`src/rtl/fetch_decode_queue.sv`:
```
// Elastic first-word-fall-through queue between fetch and decode.
// Holds {PC, instruction} pairs; back-pressures fetch when full and drops everything on flush.
module fetch_decode_queue #(
  parameter int DEPTH        = 2,
  parameter int BUS_W        = 32,
  parameter int DROP_BUBBLES = 1
) (
  input  logic                         i_Clk,
  input  logic                         i_Rst,
  input  logic                         i_Flush,
  input  logic                         i_Valid,
  input  logic [BUS_W-1:0]             i_Instr,
  input  logic [BUS_W-1:0]             i_Pc,
  output logic                         o_Stall,
  output logic                         o_Valid,
  output logic [BUS_W-1:0]             o_Instr,
  output logic [BUS_W-1:0]             o_Pc,
  input  logic                         i_Ready,
  output logic [$clog2(DEPTH+1)-1:0]   o_Count
);

  localparam int PTR_W = $clog2(DEPTH);
  localparam int CNT_W = $clog2(DEPTH + 1);
  localparam logic [CNT_W-1:0] FULL_CNT = CNT_W'(DEPTH);

  logic [BUS_W-1:0] instrMem [DEPTH];
  logic [BUS_W-1:0] pcMem    [DEPTH];
  logic [PTR_W-1:0] wrPtr;
  logic [PTR_W-1:0] rdPtr;
  logic [CNT_W-1:0] count;

  logic full;
  logic empty;
  logic isBubble;
  logic push;
  logic pop;

  // Handshake qualification; the stall path depends only on registered count.
  always_comb begin
    full     = (count == FULL_CNT);
    empty    = (count == {CNT_W{1'b0}});
    isBubble = (DROP_BUBBLES != 0) && (i_Instr == {BUS_W{1'b0}});
    push     = i_Valid && !full && !i_Flush && !isBubble;
    pop      = !empty && i_Ready && !i_Flush;
  end

  // Storage write; contents are don't-care after reset so no reset here.
  always_ff @(posedge i_Clk) begin
    if (push) begin
      instrMem[wrPtr] <= i_Instr;
      pcMem[wrPtr]    <= i_Pc;
    end
  end

  // Pointer and occupancy update; reset beats flush, flush beats push/pop.
  always_ff @(posedge i_Clk) begin
    if (i_Rst || i_Flush) begin
      wrPtr <= {PTR_W{1'b0}};
      rdPtr <= {PTR_W{1'b0}};
      count <= {CNT_W{1'b0}};
    end else begin
      if (push) begin
        wrPtr <= wrPtr + PTR_W'(1);
      end else begin
        wrPtr <= wrPtr;
      end
      if (pop) begin
        rdPtr <= rdPtr + PTR_W'(1);
      end else begin
        rdPtr <= rdPtr;
      end
      case ({push, pop})
        2'b10:   count <= count + CNT_W'(1);
        2'b01:   count <= count - CNT_W'(1);
        default: count <= count;
      endcase
    end
  end

  // Head presentation: zeros when empty so decode never sees stale data.
  always_comb begin
    o_Stall = full;
    o_Valid = !empty;
    o_Count = count;
    if (empty) begin
      o_Instr = {BUS_W{1'b0}};
      o_Pc    = {BUS_W{1'b0}};
    end else begin
      o_Instr = instrMem[rdPtr];
      o_Pc    = pcMem[rdPtr];
    end
  end

endmodule

```
`config.mk`:
```
export PLATFORM = sky130hd
export DESIGN_NAME = fetch_decode_queue
export DESIGN_NICKNAME = d
export VERILOG_FILES = /design/src/rtl/fetch_decode_queue.sv
export SDC_FILE = /design/constraint.sdc
export NUM_CORES = 1
export LEC_CHECK = 0
export ABC_AREA = 0
export BUFFER_PORTS_ARGS = -buffer_cell sky130_fd_sc_hd__buf_2
export CORE_MARGIN = 2
export CORE_UTILIZATION = 35
export CTS_CLUSTER_SIZE = 30
export DETAILED_ROUTE_END_ITERATION = 6
export GPL_ROUTABILITY_DRIVEN = 0
export GPL_TIMING_DRIVEN = 1
export PLACE_DENSITY = 0.6
export SYNTH_ARGS = -nofsm -noshare
export SYNTH_HDL_FRONTEND = slang
export SYNTH_SLANG_ARGS = --single-unit
```
`constraint.sdc`:
```
create_clock -name i_Clk -period 6.6 [get_ports i_Clk]
set_input_delay 0.99 -clock i_Clk [delete_from_list [all_inputs] [get_ports i_Clk]]
set_output_delay 0.99 -clock i_Clk [all_outputs]
set_load 0.005 [all_outputs]
```
; ---- Yosys cells after proc, flatten, opt, wreduce, memory -nomap -nowiden
; Memory sizes are Yosys's and may differ from the RTL's. A register that Yosys moved wholly into a read port is not among the register bits.
; Index checks and enable logic that the tools add are counted.
[totals]
reg_bits = 4
mem_bits_rw = 128
wordCells = 34
memories = 2
out_inout_bits = 68
[mem_list]
columns = name, depth, word_bits, rd, rd_ports_with_merged_regs, wr, line_no
row1 = instrMem, 2, 32, 1, 1, 1, 26  ; logic [BUS_W-1:0] instrMem [DEPTH];
row2 = pcMem, 2, 32, 1, 1, 1, 27  ; logic [BUS_W-1:0] pcMem [DEPTH];
[classes]
mux = 9
n_reduce_logical = 13
n_eq_ne = 3
add_sub_neg = 4
[op_table]
columns = cell, count
row1 = $mux W32, 2
row2 = $logic_not A32 Y1, 1
row3 = $mux W1, 6
row4 = $logic_and A1 B1 Y1, 5
row5 = $eq A2 B2 Y1 const B, 2
row6 = $logic_not A1 Y1, 4
row7 = $pmux W2 S2, 1
row8 = $add A1 B1 Y1 const B, 2
row9 = $add A2 B1 Y2 const B, 1
row10 = $eq A2 B1 Y1 const B, 1
row11 = $logic_not A2 Y1, 1
row12 = $reduce_bool A2 Y1, 1
row13 = $sub A2 B1 Y2 const B, 1
row14 = $logic_or A1 B1 Y1, 1

; ---- Logic depth before layout (Yosys ltp)
[logic_depth]
depth_word = 7
ltp_mapped = 9
depth_no_buf = 9

; ---- Worst setup path before layout
; Ideal clock, no wire load.
[synth_path]
path_type = input to register
from = input port i_Flush
to = memory instrMem[0][0], enable pin
n_path_buf = 0
path_slack_ps = 2095
path_stages = 3
arrival_time_ps = 4019
cell_sequence = nor3b_1 o21ai_2 nor2_1
[synth_between]
elab_chain_cells = 5
[synth_lines]
columns = item, line_no
row1 = from (decl), 10  ; input logic i_Flush,
row2 = $logic_not A1 Y1, 43  ; push = i_Valid && !full && !i_Flush && !isBubble;
row3 = $logic_and A1 B1 Y1 (2 in a row), 43
row4 = $mux W1, 49  ; if (push) begin
row5 = $mux W1 (implied by the code), 50  ; instrMem[wrPtr] <= i_Instr;
row6 = to (decl), 26
; Every way passes these cells.

==> flow_metrics.py <==
metrics = {
    "cts": {
        "clkSlewWorstSetupHoldPaths_ns": 0.05,
        "h-tree-depth": 4,
        "cts_buffers": 17,
        "ctsLongestPathBuffers": 2,
        "clk-insertion-delay-late_ns": 0.41,
        "cts.repair.resized": 0,
        "cts_tree": "yes",
        "cts_setup_buffers": 0,
        "root_buffer": "clkbuf_16",
        "cts_sinks": 133,
        "ctsHoldBuffers": 0,
    },
    "sta": {
        "drv_slew": 0,
        "fin_crit_ns": 3.07,
        "tightestPinTransition_ns": 1.13,
        "rsz0062_at_grt": "false",
        "holdWs_ns": 0.528,
        "max-slew-margin-rel": 0.245,
        "skew_ns": 0.0103,
        "final.setup.tns_ns": 0,
        "finalCritPeriodShare": 0.466,
        "finalHoldViolCount": 0,
        "final-setup-viol-count": 0,
        "fmax_mhz": 325,
    },
    "placement": {
        "port_buffers": 136,
        "place_hpwl_mm": 6.46,
        "place_inst": 618,
    },
    "drt": {
        "drt-pass1-iter-count": 4,
        "viasPerCell": 4.58,
        "wl_per_cell_um": 15.4,
        "vias": 2977,
        "drc": 0,
        "ant_nets": 0,
        "routed_wl_mm": 10.0,
        "drt-initial-drc-count": 156,
    },
    "hold_path": {
        "min_path_cells": 2,
        "holdPathEnd": "wrPtr",
        "min_path_type": "reg -> reg",
        "holdCritStartpoint": "wrPtr",
    },
    "synthesis": {
        "synth_nets": 379,
        "avgSynthCellArea_um2": 16.6,
        "ys_seq_area_frac": 0.767,
        "yosys_warnings": 0,
        "synth_cell_types": 18,
        "synthesis.area_um2": 5140,
        "netlist_instances": 309,
        "synth_seq_cells": 133,
    },
    "global_route": {
        "grt.total_usage": 0.134,
        "grt_remaining_overflow": 0,
        "grt_pass1_vias": 3103,
        "antenna_found_initial": 0,
        "grt_pass1_wl_mm": 16.0,
        "grt_max_degree": 65,
    },
    "worst_setup_path": {
        "path_class": "reg -> out",
        "cp-end-kind": "output port",
        "r2r_end": "instrMem[1][11]",
        "regToRegStartpoint": "o_Count[0]",
        "r2r_cells": 5,
        "slowest_stage": "dfxtp_4",
        "critPathArrivalTime_ns": 2.08,
        "critPathMaxStageDelay_ns": 1.11,
        "cp.required_ns": 5.61,
        "rrSetupSlack_ns": 3.91,
        "critPathLaunchType": "flop",
        "crit_chain": "mux2i_1, nor2_1, buf_2",
        "crit_fanout": 64,
    },
    "floorplan": {
        "die_area_um2": 15700,
        "core.rowCount": 44,
        "dieHeight_um": 125,
        "core-area_um2": 14400,
        "pin_count": 137,
        "initial_core_util": 0.356,
        "die_w_um": 125,
    },
    "layout": {
        "layout-drive-gt1-share": 0.371,
        "antenna_cells": 0,
        "final_net_count": 523,
        "fin_cells": 650,
        "syn2layout_area_growth_pct": 28.7,
    },
    "pwr": {
        "seqPwrFrac": 0.480,
        "switching_share": 0.192,
        "p_switching_w": 0.000383,
        "p_per_area_nw_per_um2": 302,
        "clockPowerShare": 0.475,
        "ir_worst_vdd_mv": 0.145,
        "p_total_w": 0.00200,
        "p_comb_frac": 0.044,
        "p_int_w": 0.00162,
        "p_leak_nw": 2.44,
    },
    "job": {
        "drv_cap": 0,
    },
    "status": {
        "status": "complete, no violations",
    },
}
-- power by group through the flow --
stage          Clock (W)  Sequential, W  Combinational [W]
2_1_floorplan          0       0.000975          0.0000396
3_3_place_gp           0       0.000976          0.0000893
3_5_place_dp           0       0.000977          0.0000906
4_1_cts         0.000962       0.000960          0.0000909
5_1_grt          0.00100       0.000961           0.000100
6_report        0.000950       0.000960          0.0000888
-- layer usage --
layer  up-vias  global-route usage  part of all wire
met2        96               0.209              0.47
met1      1425               0.171              0.45
met4         0              0.0503             0.016
met3        14              0.0522             0.063
li1       1442                   -                 -
met5         -                   0                 0
-- worst max-delay path: cells and delay by family (launching register included) --
kind,cells,cell delay [ns]
flip-flops,1,1.11
multiplexers,1,0.35
buffers and inverters,1,0.15
AND/OR/NAND/NOR,1,0.06
-- flip-flops by register name, summed over array words and instances, names as in the netlist, named ones only --
name	count
instrMem	64
pcMem	64
o_Count	2
rdPtr	1
wrPtr	1
-- Yosys cell counts, drive strengths merged --
cell type,n,share of area
dfxtp,5,0.019
nand2,3,0.0022
nor2,70,0.051
edfxtp,128,0.75
nand4,2,0.0024
nor2b,1,0.0012
ha,1,0.0024
nor3,4,0.0039
xor2,2,0.0034
buf,14,0.017
inv,2,0.0015
nor3b,1,0.0015
mux2i,65,0.13
nor4,8,0.015
xnor2,2,0.0034
o21ai,1,0.0017
-- through the flow --
stage                util  instance area (um2)  setup slack [ns]
global placement    0.417                 6010              3.37
global route        0.458                 6610              3.36
detailed placement  0.417                 6010              3.33
floorplan               -                 5140              2.10
finish              0.458                 6610              3.53
CTS                 0.458                 6610              3.46
-- kinds of logic (layout without fill, tap and decap cells) --
kind of cell | Yosys count | count (layout) | share of synthesized area
AO/OA/AOI/OAI | 1 | 1 | 0.00170
XOR/XNOR | 4 | 4 | 0.00682
adder cells (fa/ha/maj) | 1 | 1 | 0.00243
buffers and inverters | 16 | 173 | 0.0180
flip-flops | 133 | 133 | 0.767
multiplexers | 65 | 65 | 0.127
AND/OR/NAND/NOR | 89 | 89 | 0.0769
-- cell type report --
cell class	count	area (um2)
Clock buffer	21	440
Clock inverter	11	158
Fill cell	1311	7810
Inverter	2	7.51
Multi-Input combinational cell	160	1120
Sequential cell	133	3950
Tap cell	184	230
Timing Repair Buffer	139	703
-- worst max-delay path by stage --
stage | start | endpoint | slack (ns) | cells past startpoint
finish | flop | o_Instr[18] | 3.53 | 3
global placement | i_Flush | instrMem[1][11] | 3.37 | 5
floorplan | i_Flush | instrMem[0][0] | 2.10 | 3
detailed placement | i_Flush | instrMem[1][15] | 3.33 | 5
CTS | flop | o_Instr[18] | 3.46 | 3
global route | flop | o_Pc[30] | 3.36 | 3
-- cell usage in the layout, fill, tap and decap left out, types with 2 or more instances in the layout --
master / instances
mux2i_1: 65
nor2_4: 3
nor4_1: 4
clkinv_2: 2
buf_2: 136
nor3_1: 4
xor2_1: 2
clkbuf_1: 4
xnor2_1: 2
dfxtp_1: 4
clkinv_1: 3
nor4_2: 4
inv_1: 2
buf_4: 3
nand2_1: 3
bufinv_16: 4
clkbuf_16: 17
edfxtp_1: 128
nor2_1: 67
nand4_1: 2
Note: power is estimated with default switching activity, not from simulation.
